`src/rtl/mem_data_port.sv`:
```
// mem_data_port: memory-side responder for the load/store data request port.
// Serialises one 1/2/4-byte load or store into byte accesses on the 8-bit
// RAM bus (shared with instruction fetch via memGrant), reassembles loads
// little-endian and signals completion with a one-cycle LOutEn pulse.
// Optional build macro: MEM_IO_STALL_EN adds ioFull, which holds off stores
// whose latched address lies at or above IO_BASE.
module mem_data_port #(
    parameter int unsigned ADDR_W  = 32,
    parameter logic [31:0] IO_BASE = 32'h0003_0000
) (
    input  logic              clk,
    input  logic              rst,
    input  logic              dataEn,
    input  logic              LSRW,
    input  logic [ADDR_W-1:0] dataAddr,
    input  logic [1:0]        LSlen,
    input  logic [31:0]       Sdata,
    output logic              LSfree,
    output logic              LOutEn,
    output logic [31:0]       Ldata,
    input  logic              memGrant,
`ifdef MEM_IO_STALL_EN
    input  logic              ioFull,
`endif
    output logic              memReq,
    output logic [ADDR_W-1:0] mem_a,
    output logic              mem_wr,
    output logic [7:0]        mem_dout,
    input  logic [7:0]        mem_din
);

    typedef enum logic [2:0] {
        ST_IDLE   = 3'd0,
        ST_RD     = 3'd1,
        ST_RDLAST = 3'd2,
        ST_WR     = 3'd3,
        ST_DONE   = 3'd4
    } state_t;

    state_t            state_r;
    state_t            state_nxt_s;
    logic [ADDR_W-1:0] addr_r;
    logic [ADDR_W-1:0] mem_a_r;
    logic [31:0]       data_sh_r;
    logic [2:0]        nbytes_r;
    logic [2:0]        k_r;
    logic              rd_pend_r;
    logic [31:0]       ldata_r;
    logic              lsfree_r;
    logic              loen_r;
    logic              memreq_r;

    logic              accept_s;
    logic              last_s;
    logic              rd_issue_s;
    logic              wr_issue_s;
    logic              io_addr_s;
    logic              io_full_s;
    logic              stall_s;
    logic [1:0]        cap_idx_s;

    // Access size code to byte count; the unused code 10 behaves as a word.
    function automatic logic [2:0] len_to_nbytes(input logic [1:0] len);
        logic [2:0] n;
        case (len)
            2'b00:   n = 3'd1;
            2'b01:   n = 3'd2;
            default: n = 3'd4;
        endcase
        return n;
    endfunction

    assign accept_s   = (state_r == ST_IDLE) && dataEn;
    assign last_s     = (k_r == (nbytes_r - 3'd1));
    assign io_addr_s  = ({{32{1'b0}}, addr_r} >= {{ADDR_W{1'b0}}, IO_BASE});
`ifdef MEM_IO_STALL_EN
    assign io_full_s  = ioFull;
`else
    assign io_full_s  = 1'b0;
`endif
    assign stall_s    = io_addr_s && io_full_s;
    assign rd_issue_s = (state_r == ST_RD) && memGrant;
    assign wr_issue_s = (state_r == ST_WR) && memGrant && !stall_s;
    // k_r already counts the address issued last cycle, so its byte lane is k_r-1.
    assign cap_idx_s  = k_r[1:0] - 2'd1;

    // State register; a reset drops any request in flight.
    always_ff @(posedge clk or negedge rst) begin
        if (!rst) begin
            state_r <= ST_IDLE;
        end else begin
            state_r <= state_nxt_s;
        end
    end

    // Next-state: advance only on granted byte issues, finish through DONE.
    always_comb begin
        state_nxt_s = state_r;
        case (state_r)
            ST_IDLE: begin
                if (dataEn) begin
                    state_nxt_s = LSRW ? ST_WR : ST_RD;
                end else begin
                    state_nxt_s = ST_IDLE;
                end
            end
            ST_RD: begin
                if (rd_issue_s && last_s) begin
                    state_nxt_s = ST_RDLAST;
                end else begin
                    state_nxt_s = ST_RD;
                end
            end
            ST_RDLAST: begin
                state_nxt_s = ST_DONE;
            end
            ST_WR: begin
                if (wr_issue_s && last_s) begin
                    state_nxt_s = ST_DONE;
                end else begin
                    state_nxt_s = ST_WR;
                end
            end
            ST_DONE: begin
                state_nxt_s = ST_IDLE;
            end
            default: begin
                state_nxt_s = ST_IDLE;
            end
        endcase
    end

    // Request latch plus byte walker: address/byte counter and store shifter.
    always_ff @(posedge clk or negedge rst) begin
        if (!rst) begin
            addr_r    <= {ADDR_W{1'b0}};
            mem_a_r   <= {ADDR_W{1'b0}};
            data_sh_r <= 32'h0000_0000;
            nbytes_r  <= 3'd0;
            k_r       <= 3'd0;
        end else if (accept_s) begin
            addr_r    <= dataAddr;
            mem_a_r   <= dataAddr;
            data_sh_r <= Sdata;
            nbytes_r  <= len_to_nbytes(LSlen);
            k_r       <= 3'd0;
        end else if (rd_issue_s || wr_issue_s) begin
            // Address wraps naturally modulo 2^ADDR_W.
            mem_a_r <= mem_a_r + {{(ADDR_W-1){1'b0}}, 1'b1};
            k_r     <= k_r + 3'd1;
            if (wr_issue_s) begin
                data_sh_r <= {8'h00, data_sh_r[31:8]};
            end
        end
    end

    // Load capture: RAM data arrives the cycle after its address, grant or not.
    always_ff @(posedge clk or negedge rst) begin
        if (!rst) begin
            rd_pend_r <= 1'b0;
            ldata_r   <= 32'h0000_0000;
        end else begin
            rd_pend_r <= rd_issue_s;
            if (accept_s) begin
                ldata_r <= 32'h0000_0000;
            end else if (rd_pend_r) begin
                ldata_r[{cap_idx_s, 3'b000} +: 8] <= mem_din;
            end
        end
    end

    // Handshake outputs registered from the next state.
    always_ff @(posedge clk or negedge rst) begin
        if (!rst) begin
            lsfree_r <= 1'b1;
            loen_r   <= 1'b0;
            memreq_r <= 1'b0;
        end else begin
            lsfree_r <= (state_nxt_s == ST_IDLE);
            loen_r   <= (state_nxt_s == ST_DONE);
            memreq_r <= (state_nxt_s == ST_RD) || (state_nxt_s == ST_WR);
        end
    end

    assign LSfree   = lsfree_r;
    assign LOutEn   = loen_r;
    assign Ldata    = ldata_r;
    assign memReq   = memreq_r;
    assign mem_a    = mem_a_r;
    assign mem_dout = data_sh_r[7:0];
    // The write strobe must follow this cycle's grant, so it is decoded live.
    assign mem_wr   = wr_issue_s;

endmodule

```
`config.mk`:
```
export PLATFORM = sky130hd
export DESIGN_NAME = mem_data_port
export DESIGN_NICKNAME = d
export VERILOG_FILES = /design/src/rtl/mem_data_port.sv
export SDC_FILE = /design/constraint.sdc
export NUM_CORES = 1
export LEC_CHECK = 0
export ABC_AREA = 1
export BUFFER_PORTS_ARGS = -buffer_cell sky130_fd_sc_hd__buf_2
export CORE_UTILIZATION = 40
export CTS_CLUSTER_SIZE = 40
export DETAILED_ROUTE_END_ITERATION = 8
export PLACE_DENSITY_LB_ADDON = 0.1
export SYNTH_ARGS = -nofsm -noshare
export SYNTH_HDL_FRONTEND = slang
export SYNTH_SLANG_ARGS = --single-unit
export TNS_END_PERCENT = 1
```
`constraint.sdc`:
```
create_clock -name clk -period 1.4 [get_ports clk]
set_input_delay 0.42 -clock clk [delete_from_list [all_inputs] [get_ports clk]]
set_output_delay 0.42 -clock clk [all_outputs]
set_load 0.01 [all_outputs]
```
==> flow_summary.yaml <==
status:
  status: "complete, but fails checks"
  violations: "setup timing"
hold_path:
  hold_class: "in -> async"
yosys:
  netlist_instances: 812
  ys_warn_count: 0
  seq_area_frac_synth_pct: 45.4
  synth.distinct_cells: 35
  synthFlopType: "dfrtp_1"
  ys_ff_latch: 109
  synth_edf_count: 0
  synth.avg_cell_area_um2: 7.40
  synthArstFlopShare_pct: 100
  syn-cell-area_mm2: 0.00601
  synthesis.nets: 897
power_and_ir_drop:
  power_switching_w: 0.00737
  switching_share_pct: 39.9
  pwr-share-comb_pct: 55.9
  power_frac_seq_pct: 28.6
  pwr-share-clk_pct: 15.5
  power.internal_w: 0.0111
  p_per_area_mw_per_mm2: 2100
  irDropWorstVdd_mv: 0.917
  finalPower_w: 0.0185
  leakage_nw: 4.49
flow_run:
  drv_cap: 0
global_route:
  antenna_found_initial: 0
  grt_start_max_net_pins: 59
  grt_usage_pct: 23.4
  grt_pass1_wl_um: 29200
  grt_pass1_vias: 5916
  grt_overflow_total: 0
timing:
  timing.final.crit_period_ns: 1.62
  slew_headroom_pct: 76.9
  skew_ns: 0.00368
  hold_viol: 0
  finalCritPeriodShare_pct: 116
  postLayoutSetupSlackWorst_ns: -0.218
  max_freq_ghz: 0.618
  rsz0062_at_grt: "true"
  slew_violations: 0
  worst_pin_slew_ns: 0.346
  setup_viol: 75
clock_network:
  cts_buffers: 9
  h-tree-depth: 3
  clockBufferDepth: 2
  clk_pin_slew_ns: 0.07
  cts.sinks: 109
  cts_hold_buf: 0
  clockRootBuffer: "clkbuf_16"
  cts_tree: "done"
  clock_latency_ns: 0.35
layout:
  nNetsFinal: 1150
  num-fill-cells: 1408
  area_growth_pct: 46.5
  antenna_cells: 0
  final_core_util_pct: 60.3
  drive_gt1_share_pct: 35.2
die:
  die_h_um: 125
  start_util_pct: 41.2
  ios: 155
  core_area_mm2: 0.0146
  die-area_mm2: 0.0155
  die_x_um: 125
  rows: 44
placed_design:
  preCtsSetupSlack_ns: -0.168
  port_buffers: 154
  gp_congestion: 0.949
  dp_hpwl_um: 13100
drt:
  route.detailed.drc: 0
  routed_via_density: 4.93
  drtAntennaViolNets: 0
  wl_um: 17800
  firstDrtPassIters: 5
  dr_total_vias: 6186
  wl_per_cell_um: 14.2
  drt-initial-drc-count: 280
setup_path:
  cp_max_fo: 4
  crit_type: "reg -> out"
  setup.worst_path.start_class: "flop"
  crit_path_end_kind: "output port"
  cp.required_ns: 0.98
  arrival_ns: 1.20
registers in the layout (all words and copies together), names as in the netlist:
signal     cells
data_sh_r     32
LSfree         1
k_r            3
mem_a         32
rd_pend_r      1
nbytes_r       3
memReq         1
LOutEn         1
state_r        3
Ldata         32
cell type report:
type | count | area, µm² | area share [%]
Multi-Input combinational cell | 597 | 3010 | 34.2
Sequential cell | 109 | 2730 | 31.1
Timing Repair Buffer | 285 | 2240 | 25.5
Inverter | 63 | 245 | 2.79
Tap cell | 184 | 230 | 2.62
Clock buffer | 9 | 225 | 2.56
Clock inverter | 7 | 109 | 1.24
per-layer routing:
| layer | part of all wire (%) | GRT usage [%] | up-vias |
|---|---|---|---|
| li1 | - | - | 3144 |
| met1 | 46 | 31.6 | 2874 |
| met2 | 48 | 38.5 | 146 |
| met3 | 4.3 | 3.35 | 22 |
| met4 | 1.7 | 7.73 | 0 |
| met5 | 0 | 0 | - |
timing repair:
| item | 4_1_cts | 5_1_grt |
|---|---|---|
| pin swaps | 1 | 5 |
| gates resized for setup | 91 | 50 |
| setup endpoints to repair | 130 | 140 |
| endpoints found under the hold margin | 0 | 0 |
| buffers inserted | 6 | 4 |
placed cells by master (no fill, tap or decap), types with 10 or more instances in the layout:
master   count
dfrtp_1    104
nand3_1    119
buf_4       82
buf_12      12
nor2_2      16
buf_2      123
nand2_1    228
nor2_1      59
inv_1       50
o21ai_0     31
nand2_2     10
nor2_4      12
o21ai_1     33
a21oi_1     26
buf_6       66
cells in the mapped netlist (6+ instances only):
master | count | area [µm²]
clkbuf_1 | 6 | 22.5
ha_1 | 6 | 75.1
dfrtp_1 | 108 | 2700
buf_4 | 13 | 97.6
nand3_1 | 123 | 616
inv_1 | 57 | 214
o21ai_1 | 26 | 130
nand3b_1 | 8 | 60.1
nor2_1 | 79 | 297
buf_2 | 17 | 85.1
o21ai_0 | 38 | 190
a21oi_1 | 31 | 155
o21bai_1 | 7 | 52.6
xor2_1 | 7 | 61.3
nand2_1 | 237 | 890
path summary, 6_finish.rpt:
path,start,end,slack (ns),cells past startpoint
worst max-delay path,mem_a[0],mem_a[0],-0.22,3
max in group asynchronous,rst,state_r[1],1.04,2
worst max register to register,state_r[0],mem_a[20],-0.11,8
worst min register to register,data_sh_r[30],data_sh_r[22],0.49,2
worst min-delay path,rst,mem_a[21],0.05,2
min in group clk,LSlen[0],nbytes_r[0],0.25,2
worst max-delay path, stage by stage (launching register included):
cell and delay, ns:
dfrtp_2 0.46, buf_6 0.13, buf_4 0.12, buf_2 0.14
power by group through the flow:
stage               logic [W]  registers [W]  clock network, W
floorplan             0.00456        0.00557                 0
global placement      0.00875        0.00522                 0
detailed placement    0.00881        0.00523                 0
CTS                   0.00990        0.00525           0.00293
global route           0.0113        0.00543           0.00307
finish                 0.0103        0.00528           0.00286
cells by family (layout without fill, tap and decap cells):
| group | count (synthesis) | count (layout) | synth area share [%] |
|---|---|---|---|
| AND/OR/NAND/NOR | 471 | 471 | 34.0 |
| AO/OA/AOI/OAI | 112 | 112 | 10.0 |
| flip-flops | 109 | 109 | 45.4 |
| buffers and inverters | 106 | 364 | 8.17 |
| XOR/XNOR | 8 | 8 | 1.17 |
| adder cells (fa/ha/maj) | 6 | 6 | 1.25 |
through the flow:
stage / hold WS (ns) / setup TNS (ns) / cells / area [µm²]
final: 0.0492 / -4.20 / 1254 / 8800
after global routing: 0.0806 / -12.62 / 1254 / 8800
after CTS: 0.0627 / -5.91 / 1250 / 8610
after detailed placement: 0.447 / -9.53 / 1228 / 7840
after global placement: 0.449 / -8.81 / 1228 / 7840
after floorplan: 0.124 / -0.940 / 812 / 6030
Power figures use the tool's default switching activity.
